**src/rtl/pattern_writer_pkg.sv**
```systemverilog
`default_nettype none
// +----------------------------------------------------------------------------+
// | Package : pattern_writer_pkg                                               |
// | Shared constants and types for the pattern block memory: seven-segment     |
// | direction glyphs (digit3..digit0, active-low), direction code enum, LFSR   |
// | seed/mask, and the pattern_writer state encoding.                          |
// | Revision: 1.0                                                              |
// +----------------------------------------------------------------------------+
package pattern_writer_pkg;

  localparam int          GLYPH_W      = 28;
  localparam logic [15:0] DEFAULT_SEED = 16'hACE1;
  localparam logic [15:0] LFSR_MASK    = 16'hB400;

  // Glyph images as stored in the pattern RAM; gameplay compares and
  // displays these same words.
  localparam logic [GLYPH_W-1:0] GLYPH_UP   = 28'b1000001000110011111111111111;
  localparam logic [GLYPH_W-1:0] GLYPH_DOWN = 28'b1000000100000010101011001000;
  localparam logic [GLYPH_W-1:0] GLYPH_LEFT = 28'b1000111000011000011100000111;
  localparam logic [GLYPH_W-1:0] GLYPH_RITE = 28'b1001100111100100001110000110;
  localparam logic [GLYPH_W-1:0] GLYPH_MID  = 28'b1101010111100110000001111111;

  typedef enum logic [2:0] {
    DIR_UP   = 3'd0,
    DIR_DOWN = 3'd1,
    DIR_LEFT = 3'd2,
    DIR_RITE = 3'd3,
    DIR_MID  = 3'd4
  } dir_code_e;

  typedef enum logic [2:0] {
    S_IDLE   = 3'd0,
    S_GEN    = 3'd1,
    S_VERIFY = 3'd2,
    S_DRAIN  = 3'd3,
    S_DONE   = 3'd4
  } pw_state_e;

  // Only codes 0..4 map to a direction; 5..7 are discarded draws.
  function automatic logic code_is_valid(input logic [2:0] code);
    return (code <= DIR_MID);
  endfunction

  function automatic logic [GLYPH_W-1:0] glyph_of(input logic [2:0] code);
    logic [GLYPH_W-1:0] g;
    g = '0;
    case (code)
      DIR_UP:   g = GLYPH_UP;
      DIR_DOWN: g = GLYPH_DOWN;
      DIR_LEFT: g = GLYPH_LEFT;
      DIR_RITE: g = GLYPH_RITE;
      DIR_MID:  g = GLYPH_MID;
      default:  g = '0;
    endcase
    return g;
  endfunction

endpackage
`default_nettype wire

```
**src/rtl/lfsr16_galois.sv**
```systemverilog
`default_nettype none
// +----------------------------------------------------------------------------+
// | Module  : lfsr16_galois                                                    |
// | 16-bit right-shifting Galois LFSR with synchronous load.                   |
// |   clk      in   clock                                                      |
// |   load     in   load load_val this cycle (has priority over step)          |
// |   load_val in   16-bit value to load                                       |
// |   step     in   advance one state: q' = (q>>1) ^ (q[0] ? MASK : 0)         |
// |   q        out  current state                                              |
// | No reset port: the owner loads a known value while in reset.               |
// | Revision: 1.0                                                              |
// +----------------------------------------------------------------------------+
module lfsr16_galois #(
  parameter logic [15:0] MASK = 16'hB400
) (
  input  logic        clk,
  input  logic        load,
  input  logic [15:0] load_val,
  input  logic        step,
  output logic [15:0] q
);

  logic [15:0] q_d;
  logic [15:0] q_q;

  always_comb begin
    q_d = q_q;
    if (load) begin
      q_d = load_val;
    end else if (step) begin
      q_d = (q_q >> 1) ^ (q_q[0] ? MASK : 16'h0000);
    end
  end

  always_ff @(posedge clk) begin
    q_q <= q_d;
  end

  assign q = q_q;

endmodule
`default_nettype wire

```
**src/rtl/pattern_writer.sv**
```systemverilog
`default_nettype none
// +----------------------------------------------------------------------------+
// | Module  : pattern_writer                                                   |
// | Fills the banked pattern RAM with LFSR-drawn direction glyphs, then        |
// | replays the same LFSR sequence to read back and verify every entry.        |
// |   clk, rst   clock, synchronous active-high reset                          |
// |   start      fill request, honoured only in IDLE                           |
// |   seed       LFSR seed captured on accepted start (0 -> DEFAULT_SEED)      |
// |   busy       high while filling/verifying                                  |
// |   done       one-cycle completion pulse                                    |
// |   err        sticky readback mismatch flag                                 |
// |   mem_we/mem_addr/mem_din  RAM write/read port                             |
// |   mem_dout   RAM read data, one cycle after mem_addr                       |
// | BANKS*DEPTH must not exceed 2**AW.                                         |
// | Revision: 1.0                                                              |
// +----------------------------------------------------------------------------+
module pattern_writer #(
  parameter int          BANKS        = 4,
  parameter int          DEPTH        = 50,
  parameter int          AW           = 8,
  parameter logic [15:0] DEFAULT_SEED = 16'hACE1
) (
  input  logic          clk,
  input  logic          rst,
  input  logic          start,
  input  logic [15:0]   seed,
  output logic          busy,
  output logic          done,
  output logic          err,
  output logic          mem_we,
  output logic [AW-1:0] mem_addr,
  output logic [27:0]   mem_din,
  input  logic [27:0]   mem_dout
);

  import pattern_writer_pkg::*;

  localparam int            TOTAL     = BANKS * DEPTH;
  localparam logic [AW-1:0] LAST_ADDR = AW'(TOTAL - 1);

  pw_state_e           state_d, state_q;
  logic [AW-1:0]       addr_d, addr_q;
  logic [15:0]         seed_d, seed_q;
  logic [GLYPH_W-1:0]  exp_d, exp_q;
  logic                exp_vld_d, exp_vld_q;
  logic                err_d, err_q;
  logic                busy_d, busy_q;
  logic                done_d, done_q;

  logic                lfsr_load;
  logic [15:0]         lfsr_load_val;
  logic                lfsr_step;
  logic [15:0]         lfsr_q;
  logic [12:0]         lfsr_unused;

  logic [2:0]          code;
  logic                code_ok;
  logic [GLYPH_W-1:0]  glyph;
  logic [15:0]         eff_seed;

  // Reset loads DEFAULT_SEED so the LFSR is defined without its own reset.
  lfsr16_galois #(
    .MASK (LFSR_MASK)
  ) u_lfsr (
    .clk      (clk),
    .load     (rst | lfsr_load),
    .load_val (rst ? DEFAULT_SEED : lfsr_load_val),
    .step     (lfsr_step),
    .q        (lfsr_q)
  );

  // Only the low bits select a glyph; the rest is LFSR state.
  assign code        = lfsr_q[2:0];
  assign lfsr_unused = lfsr_q[15:3];
  assign code_ok     = code_is_valid(code);
  assign glyph       = glyph_of(code);
  assign eff_seed    = (seed == 16'h0000) ? DEFAULT_SEED : seed;

  always_comb begin
    state_d       = state_q;
    addr_d        = addr_q;
    seed_d        = seed_q;
    exp_d         = exp_q;
    exp_vld_d     = 1'b0;
    err_d         = err_q;
    lfsr_load     = 1'b0;
    lfsr_load_val = seed_q;
    lfsr_step     = 1'b0;
    mem_we        = 1'b0;
    mem_din       = '0;

    // Check the read issued in the previous cycle (VERIFY or DRAIN).
    if (exp_vld_q && (mem_dout != exp_q)) begin
      err_d = 1'b1;
    end

    case (state_q)
      S_IDLE: begin
        if (start) begin
          seed_d        = eff_seed;
          lfsr_load     = 1'b1;
          lfsr_load_val = eff_seed;
          err_d         = 1'b0;
          addr_d        = '0;
          state_d       = S_GEN;
        end
      end

      S_GEN: begin
        lfsr_step = 1'b1;
        if (code_ok) begin
          mem_we  = 1'b1;
          mem_din = glyph;
          if (addr_q == LAST_ADDR) begin
            // Rewind the generator so VERIFY sees the identical sequence.
            addr_d        = '0;
            lfsr_load     = 1'b1;
            lfsr_load_val = seed_q;
            state_d       = S_VERIFY;
          end else begin
            addr_d = addr_q + 1'b1;
          end
        end
      end

      S_VERIFY: begin
        lfsr_step = 1'b1;
        if (code_ok) begin
          exp_d     = glyph;
          exp_vld_d = 1'b1;
          if (addr_q == LAST_ADDR) begin
            addr_d  = '0;
            state_d = S_DRAIN;
          end else begin
            addr_d = addr_q + 1'b1;
          end
        end
      end

      S_DRAIN: state_d = S_DONE;
      S_DONE:  state_d = S_IDLE;
      default: state_d = S_IDLE;
    endcase

    busy_d = (state_d == S_GEN) || (state_d == S_VERIFY) || (state_d == S_DRAIN);
    done_d = (state_d == S_DONE);
  end

  always_ff @(posedge clk) begin
    if (rst) begin
      state_q   <= S_IDLE;
      addr_q    <= '0;
      seed_q    <= DEFAULT_SEED;
      exp_q     <= '0;
      exp_vld_q <= 1'b0;
      err_q     <= 1'b0;
      busy_q    <= 1'b0;
      done_q    <= 1'b0;
    end else begin
      state_q   <= state_d;
      addr_q    <= addr_d;
      seed_q    <= seed_d;
      exp_q     <= exp_d;
      exp_vld_q <= exp_vld_d;
      err_q     <= err_d;
      busy_q    <= busy_d;
      done_q    <= done_d;
    end
  end

  // The write strobe and data are decoded from the registered state and
  // LFSR, so the RAM port reflects the code drawn in that very cycle; a
  // rejected draw leaves mem_we low while the address holds.
  assign mem_addr = addr_q;
  assign busy     = busy_q;
  assign done     = done_q;
  assign err      = err_q;

endmodule
`default_nettype wire
```
**config.mk**
```make
export PLATFORM = sky130hd
export DESIGN_NAME = pattern_writer
export DESIGN_NICKNAME = d
export VERILOG_FILES = /design/src/rtl/pattern_writer_pkg.sv /design/src/rtl/lfsr16_galois.sv /design/src/rtl/pattern_writer.sv
export SDC_FILE = /design/constraint.sdc
export NUM_CORES = 1
export LEC_CHECK = 0
export CORE_ASPECT_RATIO = 0.6
export CORE_MARGIN = 1
export CORE_UTILIZATION = 53
export DETAILED_ROUTE_END_ITERATION = 12
export PLACE_DENSITY = 0.94
export SLEW_MARGIN = 20
export SYNTH_ARGS = -nofsm -noshare
export SYNTH_HDL_FRONTEND = slang
export SYNTH_SLANG_ARGS = --single-unit
```
**constraint.sdc**
```tcl
create_clock -name clk -period 4.43 [get_ports clk]
set_input_delay 0.443 -clock clk [delete_from_list [all_inputs] [get_ports clk]]
set_output_delay 0.443 -clock clk [all_outputs]
set_load 0.005 [all_outputs]
```
==> results.md <==
- Hold slack: 0.4656 ns
- Max stage delay cell, worst path: edfxtp_1
- Initial antenna violation count: 0
- Layout cells sized above 1: 0.1217
- Synth area leader: dfxtp_1
- GRT Total Usage: 0.2813
- DR WL/cell: between 15 and 20 µm
- Worst slew margin: 0.3556
- Switching fraction of total power: 0.2579
- Unique masters post-synth: ~60
- Int Power: 1.082 mW
- Site row count: 21
- WL final: ~8800 µm
- TritonCTS Buffers: 9
- DRT antenna net count: 0
- CP bufs+invs: 1
- Initial Util: 0.5719
- Post-CTS setup buffer count: 0
- Crit start category: register
- Setup TNS: 0 ns
- Worst-path clk slew: around 0.06 ns
- # setup viols final: 0
- First-pass GRT wire length: ~14000 µm
- Final setup margin: ~1.4 ns
- Hold-fix buffers, CTS: 0
- Top cell type's share of synthesized area: 0.2967
- Area after DPL: 0.004106 mm²
- Syn-to-layout area delta: 30.24%
- Largest net degree at the start of global routing: 22
- Top FF cell, synth: dfxtp_1
- Tmin final: around 3.1 ns
- Arr. time, crit path: approximately 2.6 ns
- Final Slew Violations: 0
- Ports: 87
- Die area: between 0.006 and 0.007 mm²
- Pleak: 1.595 nW
- Max VDD drop: about 140 µV
- TritonCTS clock tree: done
- Delay of the slowest cell on the worst path: about 0.68 ns
- Clock network power share: 0.351
- Via density per instance: 6.044
- Hold Path Class: register to register
- Drt first pass iters: 5
- Post-Syn Area per Cell: 9.610 µm²
- Dpl hpwl: roughly 6400 µm
- Commonest non-fill, non-tap cell in the layout: clkdlybuf4s50_1
- Final Hold Viols: 0
- Most frequent cells in the layout: clkdlybuf4s50_1, dfxtp_1, nand2_1, a21oi_1, nor2_1
- Max Clk Rate: 327.5 MHz
- Logic pwr share: 0.188
- Fin area: ~0.0043 mm²
- Power per standard cell area: between 300 and 400 mW/mm²
- Max FO, Critical Path: 21
- Synthesized cell area: approximately 0.0033 mm²
- Syn Nets: a little under 400
- Clock sinks: between 60 and 70
- Worst-case clock buffer depth: 2
- Crit Path Class: register to output port
- Sequential Power Share: 0.461
- Fin cells: 499
- Ys Warns: 0
- Synth area leaders: dfxtp_1, edfxtp_1, mux2_2
- Cell count after synthesis: 344
- Resized Gates After CTS: 0
- H-Tree Depth: 3
- Vias: 3016
- DRC errors left: 0
- Vias in the first global route: 2961
- Post-synth EDFFs: 16
- MaxCap Viol Count: 0
- Register area share after synthesis: 0.4421
- Nets@finish: about 460
- Die H: around 63 µm
- DP Cell Count: just under 500
- Buffers on Ports: between 80 and 90
- Core box area: slightly below 0.006 mm²
- GRT overflow: 0
- Root buf cell: clkbuf_8
- Crit end category: output port
- Pwr Total: between 1 and 1.5 mW
- Asr flop ratio synth: 0
- DR iter-0 viols: 274
- Clock skew: between 0.01 and 0.015 ns
- RD Place Congestion: just under 0.9
- Unrepaired setup endpoints after global routing: false
- Required time of the worst setup path: approximately 4 ns
- Register bit count reported by yosys: 65
- Die width: around 100 µm
- Worst-Margin Slew: around 0.96 ns
- Worst-skew pair later-pin latency: approximately 0.35 ns
- Cell Chain, Critical Path: o21ai_1, nand2_1, nor2_1, o21a_1, clkdlybuf4s50_1
- Final Util: 0.7448
- NetSw: between 300 and 400 µW
- Delay-heaviest family, CP: flip-flops
- Outcome: completed
- ANT cells: 0
- Post-place setup slack: around 1.5 ns
- Final period utilization: 0.6892
-- state kept, by name, summed over array words and instances, names as in the netlist --
| signal | flops |
|---|---|
| exp_vld_q | 1 |
| exp_q | 18 |
| mem_addr | 8 |
| err | 1 |
| u_lfsr.q | 16 |
| state_q | 3 |
| busy | 1 |
| done | 1 |
| seed_q | 16 |
-- layer usage --
metal / track usage / routed length, µm / up-vias
met5: 0 / 0 / -
met4: 0.1232 / 204 / 0
met3: 0.09213 / 1018 / 26
met2: 0.4267 / 3838 / 205
met1: 0.3677 / 3712 / 1409
li1: - / - / 1376
-- Yosys cell counts, types with 3 or more instances --
| cell type | number |
|---|---|
| dfxtp_1 | 49 |
| nand2_1 | 36 |
| a21oi_1 | 29 |
| nor2_1 | 25 |
| xor2_1 | 19 |
| edfxtp_1 | 16 |
| mux2_2 | 15 |
| nor3_1 | 13 |
| clkbuf_1 | 12 |
| buf_4 | 11 |
| a2bb2oi_2 | 8 |
| nand3_1 | 8 |
| nand4_1 | 8 |
| inv_1 | 7 |
| nor4_1 | 7 |
| o21ai_1 | 6 |
| or3_1 | 5 |
| a211oi_1 | 4 |
| a22oi_1 | 4 |
| or3b_1 | 4 |
| and3_1 | 3 |
| buf_2 | 3 |
| buf_6 | 3 |
| nand2b_1 | 3 |
-- worst register-to-register path: stages (launching register included) --
cell and delay, ns:
edfxtp_1 0.68, o21ai_1 0.38, nand2_1 0.23, o21ai_4 0.50, o21bai_1 0.44, buf_4 0.31
-- final cells by class --
type                       instances  area [µm²]
fill                             377        1475
inverter                           7       26.28
tap                               80       100.1
sequential                        65        1461
clock buffer                      13       158.9
multi-input combinational        242        1638
timing repair buffer              89       880.8
clock inverter                     3       40.04
-- cells by family (layout without fill, tap and decap cells) --
family,after synthesis,after routing,share of synthesized area
other,1,1,0.001134
xor gates and xnor gates,21,21,0.05564
AOI/OAI and AO/OA,71,71,0.1620
muxes,18,18,0.06056
and+or+nand+nor,130,130,0.2123
buffers and inverters,37,112,0.06245
DFF,65,65,0.4421
adders and majority gates,1,1,0.003784
-- power by group through the flow --
stage	Clock, mW	Combinational (mW)	Sequential (mW)
3_5_place_dp	0	0.268	0.685
6_report	0.511	0.274	0.672
4_1_cts	0.516	0.271	0.672
5_1_grt	0.546	0.294	0.676
3_3_place_gp	0	0.260	0.682
2_1_floorplan	0	0.161	0.671
-- final timing paths --
| check | start | to | slack (ns) | cells past startpoint |
|---|---|---|---|---|
| worst max-delay path | u_lfsr.q[2]$_DFFE_PP_ | mem_din[19] | 1.38 | 5 |
| worst max register to register | u_lfsr.q[2]$_DFFE_PP_ | u_lfsr.q[11]$_DFFE_PP_ | 1.58 | 5 |
| worst min-delay path | seed_q[12]$_DFF_P_ | seed_q[12]$_DFF_P_ | 0.47 | 2 |
| worst min register to register | seed_q[12]$_DFF_P_ | seed_q[12]$_DFF_P_ | 0.47 | 2 |
(Power assumes the default switching activity.)
